File: config.mk
export PLATFORM = sky130hd
export DESIGN_NAME = digit_scroll_mux
export DESIGN_NICKNAME = d
export VERILOG_FILES = /design/src/rtl/digit_scroll_mux.sv
export SDC_FILE = /design/constraint.sdc
export NUM_CORES = 1
export LEC_CHECK = 0
export ABC_AREA = 1
export ABC_CLOCK_PERIOD_IN_PS = 1580
export BUFFER_PORTS_ARGS = -buffer_cell sky130_fd_sc_hd__buf_2
export CAP_MARGIN = 20
export CORE_UTILIZATION = 45
export CTS_BUF_LIST = sky130_fd_sc_hd__clkbuf_2 sky130_fd_sc_hd__clkbuf_4 sky130_fd_sc_hd__clkbuf_8
export DETAILED_ROUTE_END_ITERATION = 10
export SLEW_MARGIN = 40
export SYNTH_ARGS = -nofsm -noshare
export SYNTH_HDL_FRONTEND = slang
export SYNTH_SLANG_ARGS = --single-unit
File: constraint.sdc
create_clock -name CLK -period 1.58 [get_ports CLK]
set_input_delay 0.316 -clock CLK [delete_from_list [all_inputs] [get_ports CLK]]
set_output_delay 0.316 -clock CLK [all_outputs]
set_load 0.02 [all_outputs]
File: src/rtl/digit_scroll_mux.sv
// digit_scroll_mux: 8-entry hex digit buffer with a slow left-rotate scroll
// and fast anode time-multiplexing, feeding an 8-digit seven-segment decoder.
module digit_scroll_mux #(
    parameter int unsigned REFRESH_DIV = 100000,
    parameter int unsigned SCROLL_DIV  = 100000000
) (
    input  logic       CLK,
    input  logic       RST_N,
    input  logic [3:0] DIGIT_IN,
    input  logic       LOAD,
    input  logic       CLEAR,
    input  logic       SCROLL_EN,
    output logic [3:0] DIGIT_OUT,
    output logic [7:0] SSEG_AN,
    output logic       SCROLL_TICK
);
    localparam logic [31:0] REFRESH_LAST = REFRESH_DIV - 1;
    localparam logic [31:0] SCROLL_LAST  = SCROLL_DIV - 1;

    logic [31:0]     refresh_cnt_q, refresh_cnt_d;
    logic [31:0]     scroll_cnt_q, scroll_cnt_d;
    logic [2:0]      scan_idx_q, scan_idx_d;
    logic [7:0][3:0] digit_buf_q, digit_buf_d;
    logic [7:0]      valid_q, valid_d;
    logic [3:0]      digit_out_q, digit_out_d;
    logic [7:0]      sseg_an_q, sseg_an_d;
    logic            scroll_tick_q, scroll_tick_d;
    logic            refresh_wrap;
    logic            scroll_wrap;
    logic            scroll_tick_int;

    always_comb begin
        refresh_wrap    = (refresh_cnt_q == REFRESH_LAST);
        scroll_wrap     = (scroll_cnt_q == SCROLL_LAST);
        scroll_tick_int = scroll_wrap && SCROLL_EN;

        refresh_cnt_d = refresh_wrap ? '0 : refresh_cnt_q + 32'd1;
        scan_idx_d    = refresh_wrap ? scan_idx_q + 3'd1 : scan_idx_q;
        scroll_cnt_d  = scroll_wrap ? '0 : scroll_cnt_q + 32'd1;

        // CLEAR beats LOAD beats scroll; a tick that loses is simply dropped.
        digit_buf_d   = digit_buf_q;
        valid_d       = valid_q;
        scroll_tick_d = 1'b0;
        if (CLEAR) begin
            valid_d = '0;
        end else if (LOAD) begin
            digit_buf_d = {digit_buf_q[6:0], DIGIT_IN};
            valid_d     = {valid_q[6:0], 1'b1};
        end else if (scroll_tick_int) begin
            digit_buf_d   = {digit_buf_q[6:0], digit_buf_q[7]};
            valid_d       = {valid_q[6:0], valid_q[7]};
            scroll_tick_d = 1'b1;
        end

        // Outputs sample the pre-edge buffer, so they trail internal state by one cycle.
        digit_out_d = digit_buf_q[scan_idx_q];
        sseg_an_d   = valid_q[scan_idx_q] ? ~(8'b1 << scan_idx_q) : 8'hFF;
    end

    always_ff @(posedge CLK or negedge RST_N) begin
        if (!RST_N) begin
            refresh_cnt_q <= '0;
            scroll_cnt_q  <= '0;
            scan_idx_q    <= '0;
            digit_buf_q   <= '0;
            valid_q       <= '0;
            digit_out_q   <= '0;
            sseg_an_q     <= '1;
            scroll_tick_q <= 1'b0;
        end else begin
            refresh_cnt_q <= refresh_cnt_d;
            scroll_cnt_q  <= scroll_cnt_d;
            scan_idx_q    <= scan_idx_d;
            digit_buf_q   <= digit_buf_d;
            valid_q       <= valid_d;
            digit_out_q   <= digit_out_d;
            sseg_an_q     <= sseg_an_d;
            scroll_tick_q <= scroll_tick_d;
        end
    end

    assign DIGIT_OUT   = digit_out_q;
    assign SSEG_AN     = sseg_an_q;
    assign SCROLL_TICK = scroll_tick_q;
endmodule

[After elaboration in Yosys (flattened, before gate mapping)]
Index checks and enable logic that the tools add are counted.
Word-level totals
  register bits: 120
  output and inout bits: 13
Operators by class
  $add $sub $neg: 3
  order comparisons: 1
  equality and inequality tests: 2
  shift operators: 1
  mux-type cells: 15
  bitwise logic cells: 2
  reductions and logical operators: 4
Operator list (number)
  $mux W32: 4
  $add A32 B1 Y32 const B: 2
  $eq A32 B17 Y1 const B: 1
  $eq A32 B27 Y1 const B: 1
  $mux W8: 4
  $bmux W4 S3: 1
  $not A8 Y8: 1
  $shl A1 B3 Y8 const A: 1
  $lt A3 B4 Y1 const B: 1
  $mux W1: 4
  $mux W4: 1
  $add A3 B1 Y3 const B: 1
  $bmux W1 S3: 1
  $reduce_bool A3 Y1: 1
  $reduce_and A2 Y1: 1
  $reduce_bool A2 Y1: 1
  $logic_and A1 B1 Y1: 1
  $not A1 Y1: 1

[Depth between registers and ports, before layout]
Gate-level depths: netlist of run 1.
  depth after elaboration: 5
  depth in mapped cells: 11

[Worst setup path after synthesis of run 1]
Ideal clock, no wire load.
  path kind: register -> register
  from: register scroll_cnt_q[0]
  to: register digit_buf_q[12] (netlist bit)
  library setup time: 0.117 ns
  data arrival time: 1.394 ns
  path slack: 0.069 ns
  stages on the path, launching flop included: 12
  buffers on the path: 1
  period minus slack after synthesis: 1.511 ns
  cell sequence: dfrtp_1 ha_1 nand3_2 inv_2 nand2_2 nor2_4 nand3_2 nand2_4 nand2_4 buf_6 nand2_1 nand2_1
On the way
  longest elaborated chain between the ends: 4
RTL lines
  start: declaration: RTL line 21  | logic [31:0] scroll_cnt_q, scroll_cnt_d;
  start signal: assignment: RTL line 73  | scroll_cnt_q <= scroll_cnt_d;
  $eq A32 B27 Y1: RTL line 34  | scroll_wrap = (scroll_cnt_q == SCROLL_LAST);
  $logic_and A1 B1 Y1: RTL line 35  | scroll_tick_int = scroll_wrap && SCROLL_EN;
  $reduce_bool A2 Y1 (no line)
  $reduce_and A2 Y1 (no line)
  end signal: assignment: RTL line 75  | digit_buf_q <= digit_buf_d;
  end: declaration: RTL line 23  | logic [7:0][3:0] digit_buf_q, digit_buf_d;
Every way passes these cells.
A chain may end at the register's enable or synchronous reset.

[Worst setup path after layout of run 1]
  from: register scroll_cnt_q[11]
  to: register digit_buf_q[9] (netlist bit)
The elaborated chain is that of the path after synthesis.

==> summary.md, run 1 <==
| Metric | Value |
|---|---|
| Worst R2R End | `digit_buf_q[9]` |
| First-pass GRT wire length | `26200 um` |
| Share of power burned in registers | `roughly half` |
| Top post-synthesis cells by area | `dfrtp_1 44%, nand2_1 14%, nor2_1 6.4%` |
| Critical Path Sink | `digit_buf_q[9]` |
| Total of max-cap violations | `0` |
| Max Fclk | `624 MHz` |
| Die height | `roughly 120 um` |
| Die ar. | `14500 um^2` |
| Core Area | `13500 um^2` |
| Initial DRC count | `427` |
| Clock transition at the registers of the reported paths | `0.07 ns` |
| H-tree Lvls | `4` |
| Num CTS Buffers | `17` |
| Drt wl/cell | `14.3 um` |
| # rows | `42` |
| CTS tree | `built` |
| YS warnings | `0` |
| I/O pins | `22` |
| ANT cells | `0` |
| Pins over their slew limit | `0` |
| Clock sink count | `between 100 and 150` |
| Min Tclk post-route | `1.60 ns` |
| DRC viols | `0` |
| Drt pass-1 iters | `5` |
| Gate power share | `6.5%` |
| Setup violators final | `20` |
| R2r worst-path depth | `10` |
| Global route overflow | `0` |
| Hold_ws | `around 0.080 ns` |
| Crit path required time | `1.97 ns` |
| Share of the clock period used by the worst path | `101%` |
| Setup WS post-layout | `-0.0236 ns` |
| Reg-to-reg startpoint | `scroll_cnt_q[11]` |
| Failing checks | `setup timing` |
| Top-area cell type share of the netlist area | `roughly 44%` |
| Commonest non-fill, non-tap cells in the layout | `197 x nand2_1, 106 x dfrtp_1, 88 x inv_1` |
| Crit Path Class | `reg -> reg` |
| P_leak | `4.17 nW` |
| P_sw | `~1.6 mW` |
| Tot GR Track Use | `between 20% and 30%` |
| Layout cells sized above 1 | `29.4%` |
| Clock Path Buffers | `2` |
| Port-buffer cells | `21` |
| Syn-to-layout area delta | `31.6%` |
| Total wire length | `16200 um` |
| Vias | `5923` |
| Pint | `5.23 mW` |
| Global-route met1 utilization | `30.3%` |
| Post-route antenna net violation count | `0` |
| Switch share | `23.6%` |
| Mapped Avg Cell Area | `7.66 um^2` |
| Worst min path class | `in -> reg` |
| Clk_skew | `around 0.011 ns` |
| Worst setup path startpoint | `scroll_cnt_q[11]` |
| Largest net degree at the start of global routing | `86` |
| Measured slew at the worst slew-check pin | `0.765 ns` |
| Nets@finish | `965` |
| Critical Path Source Type | `register` |
| GR met3 Demand/Resource | `under 10%` |
| Multi-input logic area | `3320 um^2` |
| Root cell of the clock tree | `clkbuf_8` |
| Placed Area | `roughly 7000 um^2` |
| Initial Util | `47.0%` |
| Vias in the first global route | `5624` |
| Status | `finished with violations` |
| Yosys top cell by area | `dfrtp_1` |
| Worst-Skew Late Latency | `0.45 ns` |
| Via density | `5.21` |
| Met2 Track Usage GR | `36.4%` |
| Syn Nets | `approximately 840` |
| Core Util, Final | `between 60% and 70%` |
| Cells after Synth | `825` |
| Die Wd | `120 um` |
| Gr busiest metal | `met2` |
| Post-Syn Area | `6320 um^2` |
| Crit Path Max Fanout | `8` |
| Sequential cell area | `3020 um^2` |
| Initial antenna violation count | `0` |
| Cell area after layout | `8320 um^2` |
| Yosys reg bits | `120` |
| Sequential share of the synthesized area | `47.7%` |
| Pwr dens | `823 nW/um^2` |
| Unrepaired setup endpoints after global routing | `yes` |
| Most common cell after layout, fill and taps aside | `nand2_1` |
| Crit path arrival time | `1.99 ns` |
| Slew margin rel. | `49.0%` |
| Peak VDD IR | `between 700 and 800 uV` |
| Post-DP HPWL | `roughly 11000 um` |
| R2R setup slack | `-0.02 ns` |
| Post-synthesis cell type count | `33` |
| FILL cells | `1224` |
| Worst setup EP type | `register` |
| Gpl congestion | `slightly above 0.9` |
| Final hold violation count | `0` |
| Part of the power in the clock network | `44.4%` |
## registers in the layout, summed over array words and instances, names as in the netlist
name           flops
DIGIT_OUT          4
SCROLL_TICK        1
SSEG_AN            8
digit_buf_q       32
refresh_cnt_q     32
scan_idx_q         3
scroll_cnt_q      32
valid_q            8
## cell usage after synthesis, drive strengths merged
| cell type | count |
|---|---|
| nand2 | 237 |
| nor2 | 117 |
| dfrtp | 112 |
| inv | 98 |
| nand3 | 79 |
| o21ai | 31 |
| xor2 | 31 |
| nor3 | 28 |
| nand4 | 21 |
| clkbuf | 10 |
| o22ai | 10 |
| buf | 9 |
| dfstp | 8 |
| ha | 8 |
| a21oi | 7 |
| nor4 | 7 |
| xnor2 | 5 |
| clkinv | 2 |
| nand3b | 2 |
| nor3b | 1 |
| o211ai | 1 |
| or2 | 1 |
## per-layer routing
layer	routed length [um]	up-vias
met5	0	-
met4	418	0
met3	777	39
met2	7700	145
met1	7300	2855
li1	-	2884
## per-stage QoR
step / instances / setup slack, ns / setup TNS, ns / total power, mW
after floorplan: 825 / 0.0687 / 0 / 3.60
after global placement: 1085 / -0.109 / -0.730 / 3.74
after detailed placement: 1085 / -0.124 / -1.33 / 3.76
after CTS: 1117 / -0.000649 / -0.000649 / 6.80
after global routing: 1136 / -0.125 / -5.59 / 7.12
final: 1136 / -0.0236 / -0.192 / 6.84
## power by group through the flow
stage | Clock [mW] | Sequential [mW] | Combinational (mW)
floorplan | 0 | 3.37 | 0.222
global placement | 0 | 3.39 | 0.352
detailed placement | 0 | 3.39 | 0.370
CTS | 3.09 | 3.33 | 0.377
global route | 3.23 | 3.37 | 0.510
finish | 3.04 | 3.36 | 0.445
## cell families after synthesis
| group | count (synthesis) | share of synthesized area (%) |
|---|---|---|
| adder cells (fa/ha/maj) | 8 | 1.58 |
| AO/OA/AOI/OAI | 49 | 4.12 |
| AND/OR/NAND/NOR | 493 | 33.8 |
| XOR/XNOR | 36 | 4.99 |
| buffers and inverters | 119 | 7.86 |
| flip-flops | 120 | 47.7 |
## how the worst min path moves through the flow
stage,from,to,slack [ns],cells after the start
finish,CLEAR,SCROLL_TICK,0.08,2
global route,CLEAR,SCROLL_TICK,0.07,2
CTS,CLEAR,SCROLL_TICK,0.06,2
detailed placement,RST_N,scroll_cnt_q[27],0.39,2
global placement,RST_N,scroll_cnt_q[27],0.39,2
floorplan,RST_N,DIGIT_OUT[0],0.02,0
## cell type report
class,instances,share of cell area [%]
Clock buffer,22,3.42
Timing Repair inverter,1,0.0602
Timing Repair Buffer,117,11.1
Multi-Input combinational cell,591,40.0
Tap cell,176,2.65
Inverter,100,4.66
Sequential cell,120,36.3
Clock inverter,9,1.78
## critical path: stages (launching register included)
cell       delay (ns)
dfrtp_1          0.38
inv_1            0.07
nand2_1          0.08
nor2_2           0.14
nand2_2          0.08
nor2_4           0.14
nand3_4          0.14
nand2_4          0.19
clkbuf_16        0.18
nand3_1          0.06
nand2_1          0.07
## timing repair
action / in CTS / in global routing
endpoints found under the setup margin: 58 / 91
hold endpoints to repair: 112 / 0
setup buffers: 0 / 11
hold buffers: 1 / 0
pin swaps: 6 / 36
gates resized for setup: 21 / 125
gates cloned: 0 / 8
(Power assumes the default switching activity.)
==> run 2: changes to the inputs <==
--- a/config.mk
+++ b/config.mk
@@ -7,7 +7,7 @@
 export LEC_CHECK = 0
 export ABC_AREA = 1
 export ABC_CLOCK_PERIOD_IN_PS = 1580
-export BUFFER_PORTS_ARGS = -buffer_cell sky130_fd_sc_hd__buf_2
+export BUFFER_PORTS_ARGS = -buffer_cell sky130_fd_sc_hd__buf_4
 export CAP_MARGIN = 20
 export CORE_UTILIZATION = 45
 export CTS_BUF_LIST = sky130_fd_sc_hd__clkbuf_2 sky130_fd_sc_hd__clkbuf_4 sky130_fd_sc_hd__clkbuf_8
==> summary.md, run 2 (synthesized netlist as in run 1, its figures left out) <==
| Metric | Value |
|---|---|
| Status | `finished with violations (unchanged)` |
| Failing checks | `setup timing (unchanged)` |
| Met2 WL | `8050 um (was 7700 um)` |
| Total of max-cap violations | `0 (unchanged)` |
| Root cell of the clock tree | `clkbuf_8 (unchanged)` |
| Worst min path class | `in -> reg (unchanged)` |
| Largest net degree at the start of global routing | `75 (was 86)` |
| Setup WS post-layout | `-0.0278 ns (was -0.0236 ns)` |
| Die Wd | `120 um (unchanged)` |
| Drt wl/cell | `14.6 um (was 14.3 um)` |
| Clock sink count | `120 (unchanged)` |
| Worst-Skew Late Latency | `0.45 ns (about the same)` |
| FILL cells | `1214 (was 1224)` |
| Post-route antenna net violation count | `0 (unchanged)` |
| Initial antenna violation count | `0 (unchanged)` |
| I/O pins | `22 (unchanged)` |
| Hold_ws | `0.0655 ns (was 0.0801 ns)` |
| Slew margin rel. | `56.5% (was 49.0%)` |
| Min Tclk post-route | `1.61 ns (was 1.60 ns)` |
| Global route overflow | `0 (unchanged)` |
| Worst R2R End | `valid_q[2] (was digit_buf_q[9])` |
| Crit path arrival time | `1.94 ns (was 1.99 ns)` |
| Met1 wire length | `7360 um (was 7300 um)` |
| Layout cells sized above 1 | `24.9% (was 29.4%)` |
| Vias | `5926 (was 5923)` |
| Die ar. | `14500 um^2 (unchanged)` |
| Initial Util | `47.0% (unchanged)` |
| Gpl congestion | `0.875 (was 0.925)` |
| Setup violators final | `22 (was 20)` |
| Total wire length | `16600 um (was 16200 um)` |
| Initial DRC count | `474 (was 427)` |
| Worst Path Buf+Inv | `3 (was 2)` |
| Critical Path Source Type | `register (unchanged)` |
| Worst setup EP type | `register (unchanged)` |
| Crit path max-delay family | `simple AND/OR/NAND/NOR gates (unchanged)` |
| Clock Path Buffers | `2 (unchanged)` |
| Die height | `120 um (unchanged)` |
| Drt pass-1 iters | `5 (unchanged)` |
| Num CTS Buffers | `17 (unchanged)` |
| CP max-delay cell | `dfrtp_1 (unchanged)` |
| Clock transition at the registers of the reported paths | `0.07 ns (about the same)` |
| Share of the clock period used by the worst path | `102% (was 101%)` |
| Pins over their slew limit | `0 (unchanged)` |
| First-pass GRT wire length | `26500 um (was 26200 um)` |
| R2R setup slack | `-0.03 ns (was -0.02 ns)` |
| Core Util, Final | `60.7% (was 61.8%)` |
| Crit path required time | `1.91 ns (was 1.97 ns)` |
| Tot GR Track Use | `23.3% (was 22.8%)` |
| Commonest non-fill, non-tap cells in the layout | `206 x nand2_1, 111 x dfrtp_1, 100 x buf_4 (was 197 x nand2_1, 106 x dfrtp_1, 88 x inv_1)` |
| Most common cell after layout, fill and taps aside | `nand2_1 (unchanged)` |
| WHS Path Cells | `2 (unchanged)` |
| Vias in the first global route | `5547 (was 5624)` |
| Final hold violation count | `0 (unchanged)` |
| Via density | `5.24 (was 5.21)` |
| Setup TNS | `-0.280 ns (was -0.192 ns)` |
| CTS tree | `built (unchanged)` |
| Syn-to-layout area delta | `29.2% (was 31.6%)` |
| Met3 WL | `804 um (was 777 um)` |
| Max Fclk | `622 MHz (was 624 MHz)` |
| Placed Area | `7220 um^2 (was 7150 um^2)` |
| Max incr delay on CP | `0.40 ns (was 0.38 ns)` |
| P_leak | `4.11 nW (was 4.17 nW)` |
| Measured slew at the worst slew-check pin | `0.652 ns (was 0.765 ns)` |
| Post-DP HPWL | `10700 um (about the same)` |
| Cell area after layout | `8170 um^2 (was 8320 um^2)` |
| Port-buffer cells | `21 (unchanged)` |
| R2r worst-path depth | `11 (was 10)` |
| Core Area | `13500 um^2 (unchanged)` |
| Crit Path Class | `reg -> reg (unchanged)` |
| Hold EP | `SCROLL_TICK (unchanged)` |
| Peak VDD IR | `547 uV (was 764 uV)` |
| Reg-to-reg startpoint | `scroll_cnt_q[1] (was scroll_cnt_q[11])` |
| Top flop regs | `digit_buf_q: 32 flops, refresh_cnt_q: 32 flops, scroll_cnt_q: 32 flops (unchanged)` |
| Pwr dens | `799 nW/um^2 (was 823 nW/um^2)` |
| Crit Path Max Fanout | `9 (was 8)` |
| Hold_sp | `CLEAR (unchanged)` |
| Critical path cell sequence | `ha_4 -> nand3_4 -> inv_2 -> nand2_4 -> buf_4 -> nor2_1 -> nand2_1 -> inv_2 -> nand2_4 -> nand3_1 -> nand2_1 (was inv_1 -> nand2_1 -> nor2_2 -> nand2_2 -> nor2_4 -> nand3_4 -> nand2_4 -> clkbuf_16 -> nand3_1 -> nand2_1)` |
| Unrepaired setup endpoints after global routing | `yes (unchanged)` |
| # rows | `42 (unchanged)` |
| Nets@finish | `959 (was 965)` |
| Clk_skew | `0.0144 ns (was 0.0108 ns)` |
| DRC viols | `0 (unchanged)` |
| ANT cells | `0 (unchanged)` |
| Top routing layer used | `met4 (unchanged)` |
| H-tree Lvls | `4 (unchanged)` |
[run 2: metrics by stage]
stage | setup slack [ns] | std cells | total power, mW
final | -0.0278 | 1131 | 6.52
after global routing | -0.118 | 1131 | 6.80
after CTS | -0.00888 | 1119 | 6.50
after detailed placement | -0.137 | 1082 | 3.77
after global placement | -0.0933 | 1082 | 3.76
after floorplan | 0.0687 | 825 | 3.60
[run 2: report_power, final]
| part | switching, mW | leakage, nW | internal [mW] |
|---|---|---|---|
| registers | 0.134 | 1.60 | 3.22 |
| logic | 0.287 | 2.31 | 0.191 |
| clock network | 1.19 | 0.206 | 1.50 |
[run 2: layout make-up]
class | count | area, um^2 | share of cell area (%)
multi-input combinational | 590 | 3170 | 38.9
sequential | 120 | 3010 | 36.9
timing repair buffer | 112 | 980 | 12.0
inverter | 100 | 380 | 4.66
clock buffer | 25 | 325 | 3.98
tap | 176 | 220 | 2.70
clock inverter | 7 | 66.3 | 0.812
timing repair inverter | 1 | 6.26 | 0.0766
[run 2: repair_timing]
action                                  CTS  global route
gates cloned                              3             7
hold endpoints to repair                 46             0
hold buffers                              1             0
pin swaps                                 6            24
gates resized for setup                  26            64
buffers inserted                          1             5
endpoints found under the setup margin   60            91
[run 2: routing by layer]
metal  track usage, %  vias up
met3             5.90       38
li1                 -     2861
met5                0        -
met2             37.3      161
met4             9.95        0
met1             30.0     2866
[run 2: how the worst max path moves through the flow]
stage	cells after the start	slack, ns	startpoint	endpoint
after floorplan	11	0.07	scroll_cnt_q[0]	digit_buf_q[12]
after global placement	8	-0.09	refresh_cnt_q[0]	refresh_cnt_q[15]
after detailed placement	8	-0.14	refresh_cnt_q[0]	refresh_cnt_q[0]
after CTS	10	-0.009	scroll_cnt_q[0]	digit_buf_q[24]
after global routing	10	-0.12	refresh_cnt_q[0]	refresh_cnt_q[25]
final	11	-0.03	scroll_cnt_q[1]	valid_q[2]
[run 2: worst reg2reg max path, cell delays in order, from the launching register on]
cell	delay [ns]
dfrtp_1	0.40
ha_4	0.17
nand3_4	0.08
inv_2	0.08
nand2_4	0.06
buf_4	0.14
nor2_1	0.12
nand2_1	0.11
inv_2	0.11
nand2_4	0.10
nand3_1	0.09
nand2_1	0.06
